File: src/rtl/riscv_mem_arb_pkg.sv
// Shared types and widths for the fetch/data single-port RAM arbiter.
package riscv_mem_arb_pkg;

   localparam int unsigned XLEN     = 32;
   localparam int unsigned BE_W     = 4;
   localparam int unsigned STARVE_W = 4;

   // Owner of the RAM response due in the next cycle
   typedef enum logic [1:0] {
      OWN_NONE = 2'd0,
      OWN_I    = 2'd1,
      OWN_D    = 2'd2
   } arb_owner_e;

   // Load/store port payload
   typedef struct packed {
      logic             we;
      logic [BE_W-1:0]  be;
      logic [XLEN-1:0]  addr;
      logic [XLEN-1:0]  wdata;
   } d_req_t;

endpackage : riscv_mem_arb_pkg

File: src/rtl/riscv_arb_prio.sv
// Fetch/data grant selection with a bounded-starvation counter for fetch.
module riscv_arb_prio
   import riscv_mem_arb_pkg::*;
#(
   parameter int unsigned STARVE_LIM = 4
) (
   input  logic clk,
   input  logic reset,
   input  logic i_req,
   input  logic d_req,
   output logic i_gnt,
   output logic d_gnt
);

   localparam logic [STARVE_W-1:0] LIM = STARVE_W'(STARVE_LIM);

   logic [STARVE_W-1:0] r_starve_cnt;
   logic [STARVE_W-1:0] w_starve_nxt;
   logic                w_fetch_turn;

   assign w_fetch_turn = i_req && (r_starve_cnt == LIM);

   // Data has priority unless fetch has waited out its allowance
   always_comb begin
      i_gnt = 1'b0;
      d_gnt = 1'b0;
      if (!reset) begin
         if (d_req && !w_fetch_turn) begin
            d_gnt = 1'b1;
         end else if (i_req) begin
            i_gnt = 1'b1;
         end
      end
   end

   always_comb begin
      w_starve_nxt = r_starve_cnt;
      if (i_gnt || !i_req) begin
         w_starve_nxt = '0;
      end else if (d_gnt && (r_starve_cnt != LIM)) begin
         w_starve_nxt = r_starve_cnt + STARVE_W'(1);
      end
   end

   always_ff @(posedge clk) begin
      if (reset) begin
         r_starve_cnt <= '0;
      end else begin
         r_starve_cnt <= w_starve_nxt;
      end
   end

endmodule : riscv_arb_prio

File: src/rtl/riscv_mem_arb.sv
// Single-port RAM arbiter between instruction fetch and load/store ports.
module riscv_mem_arb
   import riscv_mem_arb_pkg::*;
#(
   parameter int unsigned RAM_AW     = 12,
   parameter int unsigned STARVE_LIM = 4
) (
   input  logic               clk,
   input  logic               reset,
   input  logic               i_req,
   input  logic [XLEN-1:0]    i_addr,
   output logic               i_gnt,
   output logic               i_rvalid,
   output logic [XLEN-1:0]    i_rdata,
   input  logic               d_req,
   input  logic               d_we,
   input  logic [XLEN-1:0]    d_addr,
   input  logic [BE_W-1:0]    d_be,
   input  logic [XLEN-1:0]    d_wdata,
   output logic               d_gnt,
   output logic               d_rvalid,
   output logic [XLEN-1:0]    d_rdata,
   output logic               d_err,
   output logic               ram_en,
   output logic [BE_W-1:0]    ram_we,
   output logic [RAM_AW-1:0]  ram_addr,
   output logic [XLEN-1:0]    ram_wdata,
   input  logic [XLEN-1:0]    ram_rdata
);

   d_req_t             w_dreq;
   logic [RAM_AW-1:0]  w_i_word;
   logic [RAM_AW-1:0]  w_d_word;
   logic               w_d_oor;
   logic               w_unused_addr_bits;
   arb_owner_e         r_owner;
   arb_owner_e         w_owner_nxt;
   logic               r_d_err;

   assign w_dreq = '{we: d_we, be: d_be, addr: d_addr, wdata: d_wdata};

   // Fetch wraps modulo RAM size; only data addresses are range-checked
   assign w_i_word = i_addr[RAM_AW+1:2];
   assign w_d_word = w_dreq.addr[RAM_AW+1:2];
   assign w_d_oor  = |w_dreq.addr[XLEN-1:RAM_AW+2];

   assign w_unused_addr_bits = ^{i_addr[XLEN-1:RAM_AW+2], i_addr[1:0], w_dreq.addr[1:0]};

   riscv_arb_prio #(
      .STARVE_LIM (STARVE_LIM)
   ) u_prio (
      .clk   (clk),
      .reset (reset),
      .i_req (i_req),
      .d_req (d_req),
      .i_gnt (i_gnt),
      .d_gnt (d_gnt)
   );

   // Out-of-range data grants still complete, but never touch the RAM
   always_comb begin
      ram_en    = 1'b0;
      ram_we    = '0;
      ram_addr  = '0;
      ram_wdata = '0;
      if (i_gnt) begin
         ram_en   = 1'b1;
         ram_addr = w_i_word;
      end else if (d_gnt && !w_d_oor) begin
         ram_en   = 1'b1;
         ram_addr = w_d_word;
         if (w_dreq.we) begin
            ram_we    = w_dreq.be;
            ram_wdata = w_dreq.wdata;
         end
      end
   end

   always_ff @(posedge clk) begin
      if (reset) begin
         r_owner <= OWN_NONE;
         r_d_err <= 1'b0;
      end else begin
         r_owner <= w_owner_nxt;
         r_d_err <= d_gnt && w_d_oor;
      end
   end

   // Owner next-state and response routing; reset masks a response in flight
   always_comb begin
      w_owner_nxt = OWN_NONE;
      i_rvalid    = 1'b0;
      i_rdata     = '0;
      d_rvalid    = 1'b0;
      d_rdata     = '0;
      d_err       = 1'b0;

      if (i_gnt) begin
         w_owner_nxt = OWN_I;
      end else if (d_gnt && !w_dreq.we) begin
         w_owner_nxt = OWN_D;
      end

      if (!reset) begin
         d_err = r_d_err;
         case (r_owner)
            OWN_I: begin
               i_rvalid = 1'b1;
               i_rdata  = ram_rdata;
            end
            OWN_D: begin
               d_rvalid = 1'b1;
               d_rdata  = r_d_err ? '0 : ram_rdata;
            end
            default: ;
         endcase
      end
   end

endmodule : riscv_mem_arb

File: config.mk
export PLATFORM = sky130hd
export DESIGN_NAME = riscv_mem_arb
export DESIGN_NICKNAME = d
export VERILOG_FILES = /design/src/rtl/riscv_mem_arb_pkg.sv /design/src/rtl/riscv_arb_prio.sv /design/src/rtl/riscv_mem_arb.sv
export SDC_FILE = /design/constraint.sdc
export NUM_CORES = 1
export LEC_CHECK = 0
export ABC_AREA = 0
export CORE_AREA = 2 2 99 101
export CTS_CLUSTER_SIZE = 14
export DETAILED_ROUTE_END_ITERATION = 12
export DIE_AREA = 0 0 101 103
export SLEW_MARGIN = 20
export SYNTH_ARGS = -nofsm -noshare
export SYNTH_HDL_FRONTEND = slang
export SYNTH_SLANG_ARGS = --single-unit
export TNS_END_PERCENT = 100
File: constraint.sdc
create_clock -name clk -period 3.2 [get_ports clk]
set_clock_uncertainty 0.05 [all_clocks]
set_input_delay 0.48 -clock clk [delete_from_list [all_inputs] [get_ports clk]]
set_output_delay 0.48 -clock clk [all_outputs]
set_load 0.02 [all_outputs]
# Yosys cells after proc, flatten, opt, wreduce, memory -nomap -nowiden
# Index checks and enable logic that the tools add are counted.
totals:
  ff_bits: 7
  mem_bits_ro: 0
  latchBits: 0
  ramBits: 0
  input_bits: 137
  memories: 0
  wordCells: 50
  out_inout_bits: 118
classes:
  n_shift: 0
  bitwise_logic: 0
  n_mux: 27
  reduce_logical: 14
  n_eq_ne: 4
  magnitude_cmp: 0
  multipliers: 0
  n_div: 0
  addsub: 1
op_table:
  columns: ["op", "count"]
  rows:
  - ["$mux W32", 8]
  - ["$mux W12", 2]
  - ["$reduce_or A18 Y1", 1]
  - ["$mux W1", 13]
  - ["$mux W4", 3]
  - ["$logic_and A1 B1 Y1", 6]
  - ["$add A4 B1 Y4 const B", 1]
  - ["$eq A4 B3 Y1 const B", 1]
  - ["$logic_not A1 Y1", 4]
  - ["$ne A4 B3 Y1 const B", 1]
  - ["$reduce_or A2 Y1", 2]
  - ["$eq A2 B1 Y1 const B", 1]
  - ["$eq A2 B2 Y1 const B", 1]
  - ["$mux W2", 1]
  - ["$logic_or A1 B1 Y1", 1]

# Logic depth before layout (Yosys ltp)
depth:
  ltp_word: 9
  mapped_depth: 7
  ltp_nobuf: 5

# Hierarchy
# A second synthesis with hierarchy kept.
unflattened:
  cells_unflattened: 243
  area_unflattened_um2: 1619.1
by_module_without_submodules:
  columns: ["mod", "area_each_um2", "instances", "seq_area_each_um2", "cells_each"]
  rows:
  - ["riscv_mem_arb", 1391.3, 1, 60.1, 221]
  - ["riscv_arb_prio", 227.7, 1, 80.1, 22]

# Least setup slack after synthesis
# No wires, ideal clock.
synth_path:
  path_kind: "input-to-output"
  from: "input port reset"
  to: "output port d_rdata[10]"
  arrival_time_ns: 1.769
  slack_ns: 0.901
  stages: 4
  path_cell_list: "nor3b_1 > and2b_1 > clkbuf_1 > and2_1"
synth_between:
  elab_chain_len: 1
synth_rtl:
  columns: ["element", "line_no", "source"]
  rows:
  - ["start, declared", "riscv_mem_arb.sv:9", "input logic reset,"]
  - ["$mux W32", "riscv_mem_arb.sv:104", "if (!reset) begin"]
  - ["end, declared", "riscv_mem_arb.sv:22", "output logic [XLEN-1:0] d_rdata,"]
# No other way between the ends.

# Final worst setup path
layout_path:
  from: "input port d_addr[15]"
  to: "output port ram_addr[2]"
layout_between:
  elab_chain_len: 5
layout_rtl:
  columns: ["element", "line_no", "source"]
  rows:
  - ["start, declared", "riscv_mem_arb.sv:17", "input logic [XLEN-1:0] d_addr,"]
  - ["$reduce_or A18 Y1", "riscv_mem_arb.sv:45", "assign w_d_oor = |w_dreq.addr[XLEN-1:RAM_AW+2];"]
  - ["$logic_not A1 Y1", "riscv_mem_arb.sv:69", "end else if (d_gnt && !w_d_oor) begin"]
  - ["$logic_and A1 B1 Y1", "riscv_mem_arb.sv:69", null]
  - ["$mux W12", "riscv_mem_arb.sv:69", null]
  - ["$mux W12", "riscv_mem_arb.sv:66", "if (i_gnt) begin"]
  - ["end, declared", "riscv_mem_arb.sv:26", "output logic [RAM_AW-1:0] ram_addr,"]
# No other way between the ends.

==> run metrics <==
outcome=finished clean; Reg clk slew, reported paths=0.04 ns; max-cap viol count=0; Yosys cell types=30; Setup crit start kind=primary input; Combinational Power Share=a little under three fifths; final hold violations=0; Tot GR Track Use=13.3%; max incr delay on CP=0.66 ns; wire per inst=13.1 µm; Synth Warn #=0; grt peak-use layer=met2; Slowest cell on crit path=clkdlybuf4s50_1; switching share of power=26.8%; register area share after synthesis=9.43%; antenna violations before repair=0; PD cells=119 nW/µm²; ys flop type=dfxtp_1; Finished Cell Area=4040 µm²; Layout area overhead=172%; Final min period=3.07 ns; ys async rst share=0%; Root Buffer=clkbuf_8; unrepaired setup endpoints after global routing=false; Detailed Routing Iterations Pass 1=4; Syn Inst Count=242; met2 track demand over resource=about 29%; Pwr Total=481 µW; met1 global-route usage=approximately an eighth; n_diodes=0; FP Rows=36; share of cells above drive strength 1=6.24%; Post-Synthesis Net Count=roughly 380; setup TNS=0 ns; CTS tree=done; Final nets=605; Top cell by count, worst path=clkdlybuf4s50_1; # DRC=0; global-route wire length before repair=11.1 mm; Placed Instances=~580; DRT iter0 DRCs=13; hold crit path type=reg2reg; grt ovf=0; CP Cell Sequence=clkdlybuf4s50_1, nor4_4, nand4_2, buf_4, o32ai_1, clkdlybuf4s50_1; largest net degree at the start of global routing=45; Slew headroom=77.1%; worst-skew pair later-pin latency=0.22 ns; post-cts resize count=0; Crit Path Class=in2out; Post-synth EDFFs=0; antenna viol nets, final=0; Critical Path Source=d_addr[15]; H-tree depth=1; flop2flop setup slack=around 1.8 ns; Routed Wire Length=7.57 mm; NetSw=129 µW; deepest clock path buffer count=2; r2r startpoint=u_prio.r_starve_cnt[0]; routability cong.=0.726; Num CTS Buffers=3; most frequent cells in the layout=clkdlybuf4s50_1 (223), and2_1 (64), nand2_1 (38); GR met3 Demand/Resource=4.34%; core area=9460 µm²; sequential power share=about a fifth; Mean Syn Cell Area=6.14 µm²; post-DP HPWL=6.65 mm; Die Wd=around 100 µm; vias in the first global route=2391; Tcrit/Tclk final=96.1%; vias per cell=4.21; clock share of power=25.2%; Worst Path Required=2.67 ns; VDD IR max=59.8 µV; number of hold buffers added after cts=0; Setup crit end kind=output port; most common cell after layout, fill and taps aside=clkdlybuf4s50_1; fin cells=579; Initial Util=between 10% and 20%; Post-Syn Area=1490 µm²; vias=2436; Die ar.=between 10000 and 15000 µm²; P_leak=1.68 nW; Final setup viols=0; Yosys reg bits=7; reg2reg path depth=6; Ports=255; die height=103 µm; port buffer count=232; Least-Margin Pin Slew=0.343 ns; crit path max fanout=9; reg2reg end=r_owner[0]; CP Capture Point=ram_addr[2]; Setup Fix Bufs, Post-CTS=0; clock sink count=7; Internal=352 µW; area post-placement=3970 µm²; max-slew violations=0; WP data arrival=2.54 ns; f_max=about 0.33 GHz
## per-layer routing
layer	routed length, µm	share of wire, %
met1	2490	33
met2	4160	55
met3	907	12
met4	14	0.18
met5	0	0
## worst min path at each step
stage | cells after the start | slack (ns) | start | endpoint
after floorplan | 1 | 0.40 | u_prio.r_starve_cnt[0] | u_prio.r_starve_cnt[0]
after global placement | 1 | 0.43 | u_prio.r_starve_cnt[0] | u_prio.r_starve_cnt[0]
after detailed placement | 1 | 0.44 | u_prio.r_starve_cnt[0] | u_prio.r_starve_cnt[0]
after CTS | 1 | 0.44 | u_prio.r_starve_cnt[0] | u_prio.r_starve_cnt[0]
after global routing | 1 | 0.46 | u_prio.r_starve_cnt[0] | u_prio.r_starve_cnt[0]
final | 1 | 0.44 | u_prio.r_starve_cnt[0] | u_prio.r_starve_cnt[0]
## synth_stat cells, drive strengths merged (3+ instances only)
| master | instances | area, µm² |
|---|---|---|
| clkbuf | 13 | 48.8 |
| nor2 | 7 | 26.3 |
| and2 | 64 | 400 |
| buf | 8 | 53.8 |
| nand2 | 38 | 143 |
| nor4 | 4 | 58.8 |
| dfxtp | 7 | 140 |
| o32ai | 12 | 105 |
| inv | 31 | 116 |
| nor2b | 3 | 18.8 |
| nand3 | 3 | 15.0 |
| nor3 | 37 | 235 |
## logic make-up (layout without fill, tap and decap cells)
group           Yosys count  count (layout)  share of synthesized area [%]
compound gates           16              16                           8.50
fa+ha+maj                 2               2                           1.68
buf+inv                  52             275                           14.7
flops                     7               7                           9.43
mux                       1               1                          0.673
simple gates            164             164                           65.0
## power by group through the flow
| stage | sequential, mW | combinational [mW] | clock, mW |
|---|---|---|---|
| after global placement | 0.0928 | 0.268 | 0 |
| after CTS | 0.0916 | 0.272 | 0.127 |
| after global routing | 0.0918 | 0.289 | 0.134 |
| final | 0.0916 | 0.268 | 0.121 |
| after detailed placement | 0.0930 | 0.271 | 0 |
| after floorplan | 0.0924 | 0.0745 | 0 |
## state kept, by name, indices dropped and copies added (netlist names)
signal	count
r_d_err	1
r_owner	2
u_prio.r_starve_cnt	4
## per-stage QoR
stage	utilization [%]	hold WS [ns]	worst slack [ns]
after detailed placement	42.0	0.438	0.0128
after global placement	42.0	0.426	0.0394
final	42.7	0.444	0.126
after CTS	42.4	0.443	0.00359
after global routing	42.7	0.461	0.00350
after floorplan	-	0.400	0.901
## area by class of cell
cell class              instances  area [µm²]
fillers                       979        5420
repair buffers                240        2450
multi-input cells             183        1140
well taps                     114         143
flip-flops and latches          7         140
inverters                      31         116
clock buffers                   4        45.0
## critical path, delay by kind of cell
| kind | cells | cell delay, ns |
|---|---|---|
| AOI/OAI and AO/OA | 1 | 0.24 |
| buffers and inverters | 3 | 1.31 |
| and+or+nand+nor | 2 | 0.51 |
(Power assumes the default switching activity.)
